[config.mk]
export PLATFORM = sky130hd
export DESIGN_NAME = movavg_stream
export DESIGN_NICKNAME = d
export VERILOG_FILES = /design/src/rtl/movavg_stream.sv
export SDC_FILE = /design/constraint.sdc
export NUM_CORES = 1
export LEC_CHECK = 0
export ABC_CLOCK_PERIOD_IN_PS = 7000
export CAP_MARGIN = 20
export CORE_UTILIZATION = 55
export DETAILED_ROUTE_END_ITERATION = 8
export PLACE_DENSITY_LB_ADDON = 0.3
export SETUP_SLACK_MARGIN = 0.2
export SLEW_MARGIN = 20
export SYNTH_ARGS = -nofsm -noshare
export SYNTH_HDL_FRONTEND = slang
export SYNTH_SLANG_ARGS = --single-unit
[constraint.sdc]
create_clock -name clk -period 7 [get_ports clk]
set_input_delay 2.1 -clock clk [delete_from_list [all_inputs] [get_ports clk]]
set_output_delay 2.1 -clock clk [all_outputs]
set_load 0.01 [all_outputs]
[src/rtl/movavg_stream.sv]
// Moving sum / average over the last DEPTH accepted samples.
// Circular buffer plus running accumulator; registered output, latency 1.
module movavg_stream #(
    parameter int WL    = 64,
    parameter int DEPTH = 4
) (
    input  logic                            clk,
    input  logic                            reset,
    input  logic                            clear,
    input  logic                            mode,
    input  logic                            in_valid,
    input  logic [WL-1:0]                   din,
    output logic                            out_valid,
    output logic [WL+$clog2(DEPTH)-1:0]     dout,
    output logic                            full
);

    localparam int LOG2D = $clog2(DEPTH);
    localparam int OW    = WL + LOG2D;
    localparam int CW    = LOG2D + 1;

    logic [WL-1:0]    smp_q [DEPTH];
    logic [OW-1:0]    acc_q, acc_d;
    logic [LOG2D-1:0] wptr_q, wptr_d;
    logic [CW-1:0]    cnt_q, cnt_d;
    logic             full_q, full_d;
    logic [OW-1:0]    dout_q, dout_d;
    logic             ov_q, ov_d;
    logic             flush;
    logic             acc_en;
    logic [OW-1:0]    new_sum;

    assign flush  = reset | clear;
    assign acc_en = in_valid & ~flush;

    // Subtract is exact: acc_q always equals the sum of the buffer entries.
    assign new_sum = acc_q + OW'(din) - OW'(smp_q[wptr_q]);

    always_comb begin
        acc_d  = acc_q;
        wptr_d = wptr_q;
        cnt_d  = cnt_q;
        full_d = full_q;
        dout_d = dout_q;
        ov_d   = 1'b0;
        if (acc_en) begin
            acc_d  = new_sum;
            wptr_d = wptr_q + LOG2D'(1);
            ov_d   = 1'b1;
            dout_d = mode ? (new_sum >> LOG2D) : new_sum;
            if (cnt_q != CW'(DEPTH)) begin
                cnt_d = cnt_q + CW'(1);
            end
            if (cnt_q >= CW'(DEPTH - 1)) begin
                full_d = 1'b1;
            end
        end
    end

    always_ff @(posedge clk) begin
        if (flush) begin
            for (int i = 0; i < DEPTH; i++) begin
                smp_q[i] <= '0;
            end
        end else if (acc_en) begin
            smp_q[wptr_q] <= din;
        end
    end

    always_ff @(posedge clk) begin
        if (flush) begin
            acc_q  <= '0;
            wptr_q <= '0;
            cnt_q  <= '0;
            full_q <= 1'b0;
            dout_q <= '0;
            ov_q   <= 1'b0;
        end else begin
            acc_q  <= acc_d;
            wptr_q <= wptr_d;
            cnt_q  <= cnt_d;
            full_q <= full_d;
            dout_q <= dout_d;
            ov_q   <= ov_d;
        end
    end

    assign dout      = dout_q;
    assign out_valid = ov_q;
    assign full      = full_q;

endmodule
Word-level counts from Yosys, hierarchy flattened
Memories as Yosys holds them, arrays and structs flattened. A register that Yosys moved wholly into a read port is not among the register bits.
Index checks and enable logic that the tools add are counted.
W data, S select, Z words.
{ "classes": {"n_bitwise": 3, "magnitude_cmp": 1, "addsub": 4, "multipliers": 0, "div": 0, "mux": 11, "eq_ne": 1, "reduce_logical": 3, "shift": 0} }
{ "ops": {"columns": ["cell", "count"], "rows": [
  ["$add A66 B64 Y66", 1],
  ["$mux W66", 1],
  ["$sub A66 B64 Y66", 1],
  ["$mux W64", 1],
  ["$reduce_or A64 Y1", 1],
  ["$mux W1", 6],
  ["$mux W2", 3],
  ["$reduce_and A2 Y1", 2],
  ["$add A3 B1 Y3 const B", 1],
  ["$ge A3 B2 Y1 const B", 1],
  ["$ne A3 B3 Y1 const B", 1],
  ["$add A2 B1 Y2 const B", 1],
  ["$and A1 B1 Y1", 1],
  ["$not A1 Y1", 1],
  ["$or A1 B1 Y1", 1]
]} }
{ "totals": {"out_inout_bits": 68, "word_cells": 30, "mem_bits_ro": 0, "register_bits": 139, "ramBits": 256, "latchBits": 0, "in_bits": 69, "memories": 1} }
{ "mem_list": {"columns": ["memory", "depth", "word_bits", "read_ports", "rd_clocked_by_memory_dff", "wr", "line", "text"], "rows": [
  ["smp_q", 4, 64, 1, 1, 4, "22", "logic [WL-1:0] smp_q [DEPTH];"]
]} }

Depth between registers and ports, before layout
Gate-level depths: netlist (run 1).
{ "depth": {"depth_word": 8, "ltp_mapped": 17, "depth_no_buf": 15} }

Worst setup path before layout (run 1)
OpenSTA, ideal clock, no wires.
{ "synth_path": {"kind": "input to register", "startpoint": "input port in_valid", "endpoint": "memory smp_q[3][0] (enable)", "n_path_buf": 3, "arrival_time_ns": 6.169, "setup_ns": 0.507, "t_required_ns": 6.493, "path_stages": 7, "slack_ns": 0.324, "cell_sequence": "clkbuf_1 -> nand2_1 -> inv_1 -> ha_1 -> buf_1 -> clkbuf_1 -> a21oi_1"} }
{ "synth_lines": {"columns": ["element", "line", "text"], "rows": [
  ["from (decl)", "11", "input logic in_valid,"],
  ["to (decl)", "22", null]
]} }

Final worst setup path (run 1)
{ "layout_path": {"startpoint": "input port din[7]", "endpoint": "register acc_q[58]"} }
{ "layout_between": {"elab_chain_cells": 2} }
{ "layout_rtl": {"columns": ["element", "line", "text"], "rows": [
  ["from (decl)", "12", "input logic [WL-1:0] din,"],
  ["$add A66 B64 Y66", "37", "assign new_sum = acc_q + OW'(din) - OW'(smp_q[wptr_q]);"],
  ["$sub A66 B64 Y66", "37", null],
  ["to (signal assigned)", "72", "acc_q <= '0;"],
  ["to (signal assigned)", "79", "acc_q <= acc_d;"],
  ["to (decl)", "23", "logic [OW-1:0] acc_q, acc_d;"]
]} }
No other way between the ends.
A chain may end at the register's enable or synchronous reset.

==> flow_summary.json, run 1 <==
{
  "status": "finished with violations",
  "failed_checks": "design-rule violations",
  "total_clock_sinks": 397,
  "fillers": 3267,
  "power_per_cell_area_nw_per_um2": 306,
  "top_level_ports": 137,
  "synthDominantAreaCellType": "sky130_fd_sc_hd__edfxtp_1",
  "post_cts_buffers": 0,
  "holdCritPathClass": "reg -> reg",
  "final_critical_path_setup_slack_ns": 1.24,
  "cell_type_group_with_the_largest_total_delay_on_the_critical_path": "compound AO/OA/AOI/OAI gates",
  "yosysSeqAreaShare": 0.457,
  "globalplace.congestion": 0.931,
  "critical-path-max-stage-delay_ns": 0.54,
  "finalNonFillerCells": 2832,
  "crit_fanout": 5,
  "number_of_failing_hold_endpoints_at_the_final_stage": 0,
  "initial_utilization": 0.561,
  "power.ir.vdd_worst_uv": 203,
  "synthMostInstantiatedCell": "sky130_fd_sc_hd__inv_1",
  "drt_iter0_drc": 1425,
  "wire_per_inst_um": 21.4,
  "worst_setup_hold_path_clk_slew_ns": 0.06,
  "ff2ff_setup_slack_ns": 1.64,
  "post_synth_edffs": 256,
  "totalPowerFinal_mw": 8.02,
  "avgSynthCellArea_um2": 10.5,
  "synth_warn": 0,
  "synth_top_cell_area_share": 0.334,
  "crit_path_top_delay_cell": "sky130_fd_sc_hd__clkdlybuf4s50_1",
  "yosys_register_bits": 397,
  "timing.final.max_slew_violations": 0,
  "postSynthCellCount": 2197,
  "mappedNetlistNets": 2400,
  "dr_total_vias": 17000,
  "die_h_um": 207,
  "worstPathArrival_ns": 6.17,
  "insertion_delay_ns": 0.58,
  "global_route_wire_length_before_repair_um": 94700,
  "gr-total-overflow": 0,
  "firstDrtPassIters": 9,
  "clock_tree_root": "sky130_fd_sc_hd__clkbuf_16",
  "cts_hold_buffers": 0,
  "synth.distinct_cells": 84,
  "post-route-drc-count": 11,
  "clockBufferDepth": 3,
  "timing.critical_path.cells": "clkdlybuf4s50_1 -> inv_1 -> fa_1 -> inv_1 -> ha_1 -> a21oi_1 -> o21ai_0 -> a211oi_1 -> o221a_1 -> a21oi_2 -> a21bo_2 -> a31oi_1 -> xor2_1 -> o22ai_1",
  "placement.setup.worst_slack_ns": 0.784,
  "cts_htree_levels": 2,
  "syn2layout_area_growth_pct": 14.1,
  "count_of_buffering_cells_on_the_critical_path_with_inverters_included": 3,
  "grt_start_max_net_pins": 96,
  "detail_route.wirelength_um": 60500,
  "maxClockFrequency_mhz": 174,
  "grt_use_total": 0.291,
  "netlist_top_cells_area": "sky130_fd_sc_hd__edfxtp_1 (33%), sky130_fd_sc_hd__dfxtp_1 (12%), sky130_fd_sc_hd__mux4_2 (6.3%), sky130_fd_sc_hd__fa_1 (5.6%), sky130_fd_sc_hd__inv_1 (4.4%)",
  "fraction_of_final_layout_cells_sized_beyond_drive_strength_1": 0.0891,
  "cp_common_cell": "sky130_fd_sc_hd__inv_1",
  "area_of_the_core_region_um2": 41000,
  "dp.cells": 2752,
  "route.detailed.vias_per_inst": 6.02,
  "combined_area_of_all_synthesized_cells_um2": 23000,
  "timing.critical_path.required_ns": 7.41,
  "worst_setup_path_start_kind": "primary input",
  "synthArstFlopShare": 0,
  "holdPathStages": 2,
  "cts_resized": 0,
  "fin_nets": 2469,
  "cts-buffers-inserted": 43,
  "final-setup-viol-count": 0,
  "slew_at_the_pin_closest_to_its_max_slew_limit_ns": 0.976,
  "dominantRegCellSynth": "sky130_fd_sc_hd__edfxtp_1",
  "final_antenna_net_count": 0,
  "area_of_the_die_um2": 42700,
  "cap_violations": 0,
  "min_period_over_period": 0.823,
  "worst-path-stages": 14,
  "insertedDiodeCount": 0,
  "setup.worst_path.end_class": "flop",
  "core.rowCount": 74,
  "fin_crit_ns": 5.76,
  "timing.max_slew.rel_slack": 0.349,
  "dp_hpwl_um": 40900,
  "fin_setup_tns_ns": 0,
  "die_width_um": 207,
  "grt_pass1_vias": 16900,
  "setup_repair_after_global_routing_missed_its_margin": "no",
  "crit_type": "in -> reg",
  "timing.reg2reg.worst_path_depth": 14,
  "p_leak_nw": 10.8,
  "antenna_found_initial": 0,
  "worst_skew_ns": 0.0201,
  "tritoncts_clock_tree": "built",
  "buffer_ports.inserted": 136,
  "synth_commonest_cells": "sky130_fd_sc_hd__inv_1 (271), sky130_fd_sc_hd__edfxtp_1 (256), sky130_fd_sc_hd__nor2_1 (184), sky130_fd_sc_hd__dfxtp_1 (141), sky130_fd_sc_hd__and2_1 (140)"
}
[cell type report]
type | count | area [um2] | area share
well taps | 532 | 666 | 0.0254
clock buffers | 60 | 1240 | 0.0474
flip-flops and latches | 397 | 10500 | 0.401
repair buffers | 157 | 1580 | 0.0602
clock inverters | 19 | 226 | 0.00863
inverters | 272 | 1020 | 0.0389
multi-input cells | 1395 | 11000 | 0.419
[flip-flops by register name (all words and copies together), names as in the netlist, named ones only]
| register | cells |
|---|---|
| smp_q | 256 |
| acc_q | 66 |
| dout | 66 |
| cnt_q | 3 |
| wptr_q | 2 |
| full | 1 |
| out_valid | 1 |
[final timing paths]
kind / startpoint / end
setup / recovery: din[7] / acc_q[58]
hold / removal: acc_q[60] / acc_q[60]
setup reg to reg: flop / dout[53]
hold reg to reg: acc_q[60] / acc_q[60]
[routing by layer]
layer / share of wire / global-route usage / vias to the layer above / wire [um]
met5: 0 / 0 / - / 0
met4: 0.025 / 0.0945 / 0 / 1510
met3: 0.074 / 0.0436 / 104 / 4460
met2: 0.45 / 0.449 / 668 / 27500
met1: 0.45 / 0.421 / 8375 / 27000
li1: - / - / 7897 / -
[cells in the final DEF (no fill, tap or decap), types with 21 or more instances in the layout]
| master | n |
|---|---|
| sky130_fd_sc_hd__dfxtp_1 | 138 |
| sky130_fd_sc_hd__edfxtp_1 | 256 |
| sky130_fd_sc_hd__nand4_1 | 26 |
| sky130_fd_sc_hd__inv_1 | 271 |
| sky130_fd_sc_hd__xor2_1 | 26 |
| sky130_fd_sc_hd__a21o_1 | 33 |
| sky130_fd_sc_hd__xnor2_1 | 28 |
| sky130_fd_sc_hd__nand2_1 | 121 |
| sky130_fd_sc_hd__mux4_2 | 64 |
| sky130_fd_sc_hd__nor4_1 | 63 |
| sky130_fd_sc_hd__and2_1 | 140 |
| sky130_fd_sc_hd__o21ai_0 | 83 |
| sky130_fd_sc_hd__ha_1 | 69 |
| sky130_fd_sc_hd__nor2_1 | 183 |
| sky130_fd_sc_hd__mux2i_1 | 82 |
| sky130_fd_sc_hd__nand3_1 | 28 |
| sky130_fd_sc_hd__a31oi_1 | 21 |
| sky130_fd_sc_hd__a211oi_1 | 27 |
| sky130_fd_sc_hd__a21oi_1 | 123 |
| sky130_fd_sc_hd__clkdlybuf4s50_1 | 135 |
| sky130_fd_sc_hd__clkbuf_16 | 46 |
| sky130_fd_sc_hd__fa_1 | 64 |
[per-stage QoR]
step / area (um2) / utilization / hold slack [ns]
floorplan: 23000 / - / 0.432
CTS: 26200 / 0.639 / 0.451
detailed placement: 24800 / 0.604 / 0.443
global placement: 24800 / 0.604 / 0.440
finish: 26300 / 0.640 / 0.453
global route: 26300 / 0.640 / 0.483
[tightest hold or removal path, stage by stage (launching register included)]
cell and delay (ns):
sky130_fd_sc_hd__dfxtp_1 0.31, sky130_fd_sc_hd__nand2_1 0.05, sky130_fd_sc_hd__a21oi_1 0.05
[report_power, final]
| part | switching [mW] | internal, mW |
|---|---|---|
| sequential | 0.0894 | 2.67 |
| clock | 0.958 | 1.43 |
| combinational | 1.82 | 1.06 |
[cells by family after synthesis]
family / Yosys count / synth area share
adders and majority gates: 134 / 0.0937
DFF: 397 / 0.457
buffers and inverters: 405 / 0.0677
and+or+nand+nor: 661 / 0.149
AOI/OAI and AO/OA: 398 / 0.113
muxes: 148 / 0.0993
xor gates and xnor gates: 54 / 0.0205
Power figures use the tool's default switching activity.
==> inputs of run 2 (changes only) <==
--- a/config.mk
+++ b/config.mk
@@ -5,7 +5,7 @@
 export SDC_FILE = /design/constraint.sdc
 export NUM_CORES = 1
 export LEC_CHECK = 0
-export ABC_CLOCK_PERIOD_IN_PS = 7000
+export ABC_CLOCK_PERIOD_IN_PS = 6000
 export CAP_MARGIN = 20
 export CORE_UTILIZATION = 55
 export DETAILED_ROUTE_END_ITERATION = 8
==> constraint.sdc (replaced) <==
create_clock -name clk -period 6 [get_ports clk]
set_input_delay 1.8 -clock clk [delete_from_list [all_inputs] [get_ports clk]]
set_output_delay 1.8 -clock clk [all_outputs]
set_load 0.01 [all_outputs]
==> flow_summary.json, run 2 (synthesized netlist as in run 1, its figures left out) <==
{
  "timing.critical_path.required_ns": 6.49,
  "firstDrtPassIters": 7,
  "insertion_delay_ns": 0.58,
  "clock_tree_root": "sky130_fd_sc_hd__clkbuf_16",
  "core.rowCount": 74,
  "dr_total_vias": 17300,
  "holdPathStages": 2,
  "holdCritPathClass": "reg -> reg",
  "fin_nets": 2499,
  "area_of_the_die_um2": 42700,
  "p_leak_nw": 10.9,
  "buffer_ports.inserted": 136,
  "timing.critical_path.cells": "clkdlybuf4s50_1 -> fa_1 -> ha_1 -> a21oi_1 -> buf_4 -> o211ai_1 -> nand4_1 -> a41oi_2 -> nor4_4 -> o311a_1 -> a311oi_2 -> nor2_1 -> a211oi_1",
  "status": "finished with violations",
  "detail_route.wirelength_um": 61700,
  "cts_htree_levels": 2,
  "registers.top_by_ff_count": "smp_q",
  "slew_at_the_pin_closest_to_its_max_slew_limit_ns": 0.985,
  "gr-total-overflow": 0,
  "holdCritStartpoint": "dout[11]",
  "total_clock_sinks": 397,
  "drt_iter0_drc": 1428,
  "critical-path-max-stage-delay_ns": 0.60,
  "clockBufferDepth": 3,
  "global_route_wire_length_before_repair_um": 96700,
  "min_period_over_period": 0.906,
  "worst_setup_hold_path_clk_slew_ns": 0.06,
  "area.sequential_um2": 10500,
  "globalplace.congestion": 0.951,
  "cts_resized": 0,
  "area_of_the_core_region_um2": 41000,
  "fraction_of_final_layout_cells_sized_beyond_drive_strength_1": 0.101,
  "antenna_found_initial": 0,
  "timing.reg2reg.worst_path_depth": 14,
  "cts_hold_buffers": 0,
  "final_antenna_net_count": 0,
  "maxClockFrequency_mhz": 184,
  "die_width_um": 207,
  "fillers": 3200,
  "crit_fanout": 7,
  "worstPathArrival_ns": 5.93,
  "route.detailed.vias_per_inst": 6.03,
  "count_of_buffering_cells_on_the_critical_path_with_inverters_included": 2,
  "setup_repair_after_global_routing_missed_its_margin": "no",
  "wire_per_inst_um": 21.6,
  "crit_type": "in -> reg",
  "multi_input_comb_area_um2": 11000,
  "grt_use_total": 0.297,
  "number_of_failing_hold_endpoints_at_the_final_stage": 0,
  "die_h_um": 207,
  "timing.final.max_slew_violations": 0,
  "grt_pass1_vias": 17000,
  "layout.cells.most_common_list": "sky130_fd_sc_hd__inv_1 (271), sky130_fd_sc_hd__edfxtp_1 (256), sky130_fd_sc_hd__nor2_1 (183)",
  "tritoncts_clock_tree": "built",
  "timing.max_slew.rel_slack": 0.343,
  "post-route-drc-count": 22,
  "power_per_cell_area_nw_per_um2": 359,
  "timing.rr.end": "dout[53]",
  "cts-buffers-inserted": 44,
  "initial_utilization": 0.561,
  "post_cts_buffers": 0,
  "top_level_ports": 137,
  "setup.worst_path.end_class": "flop",
  "final-setup-viol-count": 0,
  "dp_hpwl_um": 42200,
  "worst_setup_path_start_kind": "primary input",
  "placedInstanceArea_um2": 25000,
  "cell_type_group_with_the_largest_total_delay_on_the_critical_path": "compound AO/OA/AOI/OAI gates",
  "worst_skew_ns": 0.0161,
  "largest_reg_flops": 256,
  "power.ir.vdd_worst_uv": 257,
  "min_to": "dout[11]",
  "crit_path_top_delay_cell": "sky130_fd_sc_hd__a311oi_2",
  "syn2layout_area_growth_pct": 15.0,
  "grt_start_max_net_pins": 80,
  "ff2ff_setup_slack_ns": 1.04,
  "fin_setup_tns_ns": 0,
  "mostFrequentLayoutCell": "sky130_fd_sc_hd__inv_1",
  "failed_checks": "design-rule violations",
  "cap_violations": 0,
  "fin_crit_ns": 5.44,
  "design_area_final_um2": 26500
}
run 2: metal layers:
| metal | track usage | vias up | share of wire |
|---|---|---|---|
| met5 | 0 | - | 0 |
| met4 | 0.0801 | 0 | 0.023 |
| met3 | 0.0501 | 102 | 0.077 |
| met2 | 0.472 | 678 | 0.46 |
| met1 | 0.420 | 8507 | 0.44 |
| li1 | - | 7972 | - |
run 2: per-stage QoR:
step / worst slack [ns] / power, mW / cells / hold WS, ns / util
after floorplan: 0.837 / 5.64 / 2197 / 0.432 / -
after global placement: 0.0321 / 6.71 / 2782 / 0.442 / 0.610
after detailed placement: 0.00699 / 6.75 / 2782 / 0.452 / 0.610
after CTS: 0.607 / 9.49 / 2861 / 0.458 / 0.645
after global routing: 0.302 / 9.99 / 2861 / 0.481 / 0.645
final: 0.564 / 9.51 / 2862 / 0.464 / 0.645
run 2: cell type report:
type | instances | share of cell area
Tap cell | 532 | 0.0251
Antenna cell | 1 | 0.0000945
Multi-Input combinational cell | 1395 | 0.416
Inverter | 272 | 0.0386
Clock buffer | 58 | 0.0463
Sequential cell | 397 | 0.397
Clock inverter | 21 | 0.00851
Timing Repair Buffer | 186 | 0.0685
run 2: worst max-delay path by stage:
stage / from / end / cells after the start
floorplan: in_valid / smp_q[0][0] / 8
global placement: din[10] / dout[53] / 13
detailed placement: din[19] / dout[53] / 14
CTS: din[19] / dout[53] / 14
global route: din[7] / dout[32] / 14
finish: din[10] / dout[53] / 13
run 2: worst min-delay path, cell delays in order (launching register included):
cell and delay (ns):
sky130_fd_sc_hd__dfxtp_1 0.31, sky130_fd_sc_hd__nand2_1 0.06, sky130_fd_sc_hd__a21oi_1 0.05
run 2: power by group:
part           internal [mW]  total [mW]  switching (mW)
clock                   1.61        2.73            1.12
sequential              3.12        3.22           0.101
combinational           1.35        3.56            2.21
